**src/rtl/rll_key_pkg.sv**
```systemverilog
// Shared types and defaults for the RLL key-load controller.
// Latency: n/a (types, constants and a width helper only).
// Backpressure: n/a.
package rll_key_pkg;

  typedef enum logic [2:0] {
    IDLE,
    LOAD,
    PAR,
    SETTLE,
    READY,
    ERROR
  } state_t;

  localparam int KEY_W_DEF  = 16;
  localparam int SETTLE_DEF = 4;

  // Counter must index every key bit and also count the settle window.
  function automatic int cnt_width(input int key_w, input int settle_cyc);
    int span;
    span = (key_w > settle_cyc + 1) ? key_w : settle_cyc + 1;
    return (span > 1) ? $clog2(span) : 1;
  endfunction

endpackage

```
**src/rtl/rll_key_shreg.sv**
```systemverilog
// Shadow register holding the key while it is shifted in; exposes even parity.
// Latency: a bit written this cycle is visible in shadow the next cycle.
// Backpressure: none; writes whenever wr_en is high, clr has priority.
module rll_key_shreg
  import rll_key_pkg::*;
#(
  parameter int KEY_W = KEY_W_DEF,
  parameter int IDX_W = 4
) (
  input  logic             clk,
  input  logic             rst_n,
  input  logic             clr,
  input  logic             wr_en,
  input  logic [IDX_W-1:0] wr_idx,
  input  logic             wr_bit,
  output logic [KEY_W-1:0] shadow,
  output logic             par
);

  // Indexed bit write; a clear always wins over a same-cycle write.
  always_ff @(posedge clk or negedge rst_n) begin
    if (!rst_n) begin
      shadow <= '0;
    end else if (clr) begin
      shadow <= '0;
    end else if (wr_en) begin
      shadow[wr_idx] <= wr_bit;
    end
  end

  // Even-parity bit over the captured key.
  assign par = ^shadow;

endmodule

```
**src/rtl/rll_key_load_ctrl.sv**
```systemverilog
// Receives a serial key, commits it to the locked core in one cycle, then flags key_loaded after a settle window.
// Latency: start -> first beat 1 cycle; last beat -> key_loaded SETTLE_CYC+2 cycles (+1 with parity).
// Backpressure: key_ready is high only while collecting key (and parity) bits; optional parity via RLL_KEY_PARITY_EN.
module rll_key_load_ctrl
  import rll_key_pkg::*;
#(
  parameter int KEY_W      = KEY_W_DEF,
  parameter int SETTLE_CYC = SETTLE_DEF
) (
  input  logic             clk,
  input  logic             rst_n,
  input  logic             start,
  input  logic             zeroize,
  input  logic             key_bit,
  input  logic             key_valid,
  output logic             key_ready,
  output logic [KEY_W-1:0] key_out,
  output logic             key_loaded,
  output logic             busy,
  output logic             err
);

  localparam int CNT_W = cnt_width(KEY_W, SETTLE_CYC);
  localparam int IDX_W = (KEY_W > 1) ? $clog2(KEY_W) : 1;
  localparam logic [CNT_W-1:0] LAST_IDX   = CNT_W'(KEY_W - 1);
  localparam logic [CNT_W-1:0] SETTLE_END = CNT_W'(SETTLE_CYC);

  state_t           state;
  logic [CNT_W-1:0] cnt;
  logic             commit_pend;
  logic             beat;
  logic             start_ok;
  logic [KEY_W-1:0] shadow;
  logic             shadow_par;

  assign beat     = key_valid && key_ready;
  assign start_ok = start && (state == IDLE || state == READY || state == ERROR);

  rll_key_shreg #(
    .KEY_W (KEY_W),
    .IDX_W (IDX_W)
  ) u_shreg (
    .clk    (clk),
    .rst_n  (rst_n),
    .clr    (zeroize || start_ok),
    .wr_en  (!zeroize && state == LOAD && beat),
    .wr_idx (cnt[IDX_W-1:0]),
    .wr_bit (key_bit),
    .shadow (shadow),
    .par    (shadow_par)
  );

`ifndef RLL_KEY_PARITY_EN
  logic unused_par;
  assign unused_par = shadow_par;
  assign err        = 1'b0;
`endif

  // Load sequencer: collect bits, commit in one cycle, settle, then hold.
  always_ff @(posedge clk or negedge rst_n) begin
    if (!rst_n) begin
      state       <= IDLE;
      cnt         <= '0;
      commit_pend <= 1'b0;
      key_ready   <= 1'b0;
      key_out     <= '0;
      key_loaded  <= 1'b0;
      busy        <= 1'b0;
`ifdef RLL_KEY_PARITY_EN
      err         <= 1'b0;
`endif
    end else if (zeroize) begin
      state       <= IDLE;
      cnt         <= '0;
      commit_pend <= 1'b0;
      key_ready   <= 1'b0;
      key_out     <= '0;
      key_loaded  <= 1'b0;
      busy        <= 1'b0;
`ifdef RLL_KEY_PARITY_EN
      err         <= 1'b0;
`endif
    end else begin
      case (state)
        IDLE, READY, ERROR: begin
          // The old key is pulled from the core before any new bit arrives.
          if (start) begin
            state      <= LOAD;
            cnt        <= '0;
            key_ready  <= 1'b1;
            busy       <= 1'b1;
            key_out    <= '0;
            key_loaded <= 1'b0;
`ifdef RLL_KEY_PARITY_EN
            err        <= 1'b0;
`endif
          end
        end
        LOAD: begin
          if (beat) begin
            if (cnt == LAST_IDX) begin
              cnt <= '0;
`ifdef RLL_KEY_PARITY_EN
              state <= PAR;
`else
              state       <= SETTLE;
              key_ready   <= 1'b0;
              commit_pend <= 1'b1;
`endif
            end else begin
              cnt <= cnt + CNT_W'(1);
            end
          end
        end
`ifdef RLL_KEY_PARITY_EN
        PAR: begin
          if (beat) begin
            key_ready <= 1'b0;
            if (key_bit == shadow_par) begin
              state       <= SETTLE;
              commit_pend <= 1'b1;
            end else begin
              state <= ERROR;
              busy  <= 1'b0;
              err   <= 1'b1;
            end
          end
        end
`endif
        SETTLE: begin
          // First cycle commits the full key; the window is counted afterwards.
          if (commit_pend) begin
            key_out     <= shadow;
            commit_pend <= 1'b0;
          end else if (cnt == SETTLE_END) begin
            state      <= READY;
            cnt        <= '0;
            key_loaded <= 1'b1;
            busy       <= 1'b0;
          end else begin
            cnt <= cnt + CNT_W'(1);
          end
        end
        default: begin
          state <= IDLE;
        end
      endcase
    end
  end

endmodule

```
**config.mk**
```make
export PLATFORM = sky130hd
export DESIGN_NAME = rll_key_load_ctrl
export DESIGN_NICKNAME = d
export VERILOG_FILES = /design/src/rtl/rll_key_pkg.sv /design/src/rtl/rll_key_shreg.sv /design/src/rtl/rll_key_load_ctrl.sv
export SDC_FILE = /design/constraint.sdc
export NUM_CORES = 1
export LEC_CHECK = 0
export ABC_AREA = 1
export CORE_MARGIN = 5
export CORE_UTILIZATION = 50
export CTS_BUF_LIST = sky130_fd_sc_hd__clkbuf_16
export CTS_CLUSTER_DIAMETER = 40
export DETAILED_ROUTE_END_ITERATION = 16
export GPL_ROUTABILITY_DRIVEN = 0
export GPL_TIMING_DRIVEN = 0
export PLACE_DENSITY = 0.75
export SLEW_MARGIN = 20
export SYNTH_ARGS = -nofsm -noshare
export SYNTH_HDL_FRONTEND = slang
export SYNTH_SLANG_ARGS = --single-unit
```
**constraint.sdc**
```tcl
create_clock -name clk -period 1.45 [get_ports clk]
set_clock_uncertainty 0.05 [all_clocks]
set_input_delay 0.145 -clock clk [delete_from_list [all_inputs] [get_ports clk]]
set_output_delay 0.145 -clock clk [all_outputs]
set_load 0.02 [all_outputs]
```
==> flow_summary.yaml <==
outcome:
  status: "finished, violations left"
  violations: "negative setup slack"
synthesis:
  synth_ff_type: "dfrtp_1"
  synth.top_cell.area_share_pct: 48.7
  synth-edff-count: 0
  synth.most_common_cell: "nand2_1"
  syn_nets: 293
  ys_seq_elements: 43
  synth_top_cell_by_area: "dfrtp_1"
  synth_cell_types: 26
  synthArstFlopShare_pct: 100
  synthesis.area_mm2: 0.00221
  syn_area_per_cell_um2: 7.81
  synthCells: 283
  ys_top_cells_by_area: "dfrtp_1 49%, nand2_1 18%, nor2_1 5.3%"
  yosysWarnings: 0
  seq_area_frac_synth_pct: 48.7
  synth_common_cells: "105 x nand2_1, 43 x dfrtp_1, 31 x nor2_1"
cells_and_area:
  stdcell_count: 381
  seqCellArea_mm2: 0.00108
  diodes: 0
  drive_gt1_share_pct: 23.1
  fill_cells: 357
  fin_nets: 339
  multi_input_area_mm2: 0.00112
  synthToLayoutAreaGrowth_pct: 35.4
sta:
  worst_slew_pin_slew_ps: 551
  setup-violations-final: 1
  report.final.slew_viol_count: 0
  timing.hold.ws_ps: 225
  setup_tns_ps: -11.0
  worst_slack_ps: -11.0
  rsz0062_at_grt: "true"
  max_freq_mhz: 684
  relSlewSlack_pct: 63.3
  finalHoldViolCount: 0
  period_share_pct: 101
  period_minus_slack_ps: 1460
drt:
  drt_iter0_drc: 178
  wl_um: 5230
  vias: 1985
  wl_per_cell_um: 13.7
  drcViolationCount: 0
  final_antenna_net_count: 0
  dr.pass1.iters: 4
  vias_per_cell: 5.21
setup_path:
  path_class: "reg -> reg"
  crit_required_ps: 1560
  crit_path_max_fanout: 6
  critPathLaunch: "cnt[1]"
  worstSetupStartpointType: "flop"
  reg2reg_from: "cnt[1]"
  worstPathArrival_ps: 1580
  cp-end-kind: "flop"
place:
  port-buffer-count: 23
  dp_cells: 359
  dp_hpwl_um: 3450
grt:
  grt_pass1_wl_um: 8630
  grt_overflow: 0
  grt_usage_pct: 17.8
  grt_max_degree: 24
  antenna_found_initial: 0
  grt_pass1_vias: 1980
power_and_ir_drop:
  p_leak_nw: 1.63
  ir_drop_v: 0.000793
  cellPowerDensity_mw_per_mm2: 1330
floorplan:
  initial_utilization_pct: 51.1
  dieArea_mm2: 0.00585
  core_area_mm2: 0.00432
  row_count: 24
  die_h_um: 76.5
  die_w_um: 76.5
  io_pins: 26
clock_tree:
  cts-htree-levels: 2
  clock_sinks: 43
  clock_latency_ps: 280
  numCtsBuffers: 5
  clk_pin_slew_ps: 50
  clock_path_buffers: 2
  cts_root_buf: "clkbuf_16"
  cts_tree: "done"
job:
  drv_cap: 0
min_path:
  hp-class: "in -> reg"
  hp-start: "key_bit"
==> timing repair <==
item / 4_1_cts / 5_1_grt
endpoints found under the setup margin: 37 / 55
hold buffers: 1 / 0
pin swaps: 8 / 8
endpoints found under the hold margin: 22 / 0
buffers inserted: 9 / 5
gates resized for setup: 24 / 36
==> area by class of cell <==
cell class	count	area share [%]
clock buffer	5	4.18
tap	52	2.17
timing repair buffer	39	13.9
multi-input combinational	211	37.5
clock inverter	2	1.13
sequential	43	36.2
buffer	9	2.34
inverter	20	2.59
==> final timing paths <==
path	to	depth (start not counted)	slack (ps)
worst max-delay path	cnt[3]	8	-10
worst min-delay path	u_shreg.shadow[6]	3	230
worst max register to register	cnt[3]	8	-10
worst min register to register	key_out[10]	2	410
max in group asynchronous	cnt[0]	3	510
min in group asynchronous	key_out[14]	2	330
==> flip-flops by register name, indices dropped and copies added (netlist names) <==
signal,count
key_loaded,1
busy,1
commit_pend,1
cnt,4
key_out,16
u_shreg.shadow,16
key_ready,1
state,3
==> layout by cell type (no fill, tap or decap), types with 6 or more instances in the layout <==
cell             count
a21oi_1             11
dfrtp_1             37
clkdlybuf4s50_1      8
o21ai_0             15
dfrtp_2              6
nand4_1              7
nor2_2               7
dlymetal6s2s_1      13
nand3_1              9
nand2_1            105
buf_4               15
inv_1               12
inv_2                8
nor2_1              24
==> cell families (layout without fill, tap and decap cells) <==
kind of cell	Yosys count	after routing	synth area share, %
buffers and inverters	29	75	6.06
AOI/OAI and AO/OA	34	34	8.55
and+or+nand+nor	171	171	33.9
xor gates and xnor gates	1	1	0.396
other	1	1	0.170
DFF	43	43	48.7
adders and majority gates	4	4	2.27
==> layer usage <==
layer,global-route usage (%),vias up,routed length (um)
li1,-,990,-
met1,20.8,917,2180
met2,31.0,57,2660
met3,4.26,21,215
met4,7.34,0,170
met5,0,-,0
==> through the flow <==
| stage | power [mW] | util, % | cell area, um^2 | setup slack, ps |
|---|---|---|---|---|
| 2_1_floorplan | 2.12 | - | 2220 | 33.9 |
| 3_3_place_gp | 2.38 | 58.2 | 2520 | -921 |
| 3_5_place_dp | 2.42 | 58.7 | 2540 | -266 |
| 4_1_cts | 3.88 | 66.4 | 2870 | 2.46 |
| 5_1_grt | 4.16 | 69.2 | 2990 | -80.8 |
| 6_report | 3.97 | 69.2 | 2990 | -11.0 |
==> critical path: stages, from the launching register on <==
cell and delay [ps]:
dfrtp_2 420, buf_12 120, ha_4 170, nand3_4 100
buf_4 160, nor2_2 100, nor2_2 60, nand3_1 100
nand2_1 70
==> power by group <==
| part | internal, mW | leakage, nW | switching, mW |
|---|---|---|---|
| sequential | 1.30 | 0.586 | 0.126 |
| combinational | 0.513 | 0.964 | 0.811 |
| clock | 0.796 | 0.0811 | 0.426 |
No activity file was read; power rests on OpenSTA's default activity.
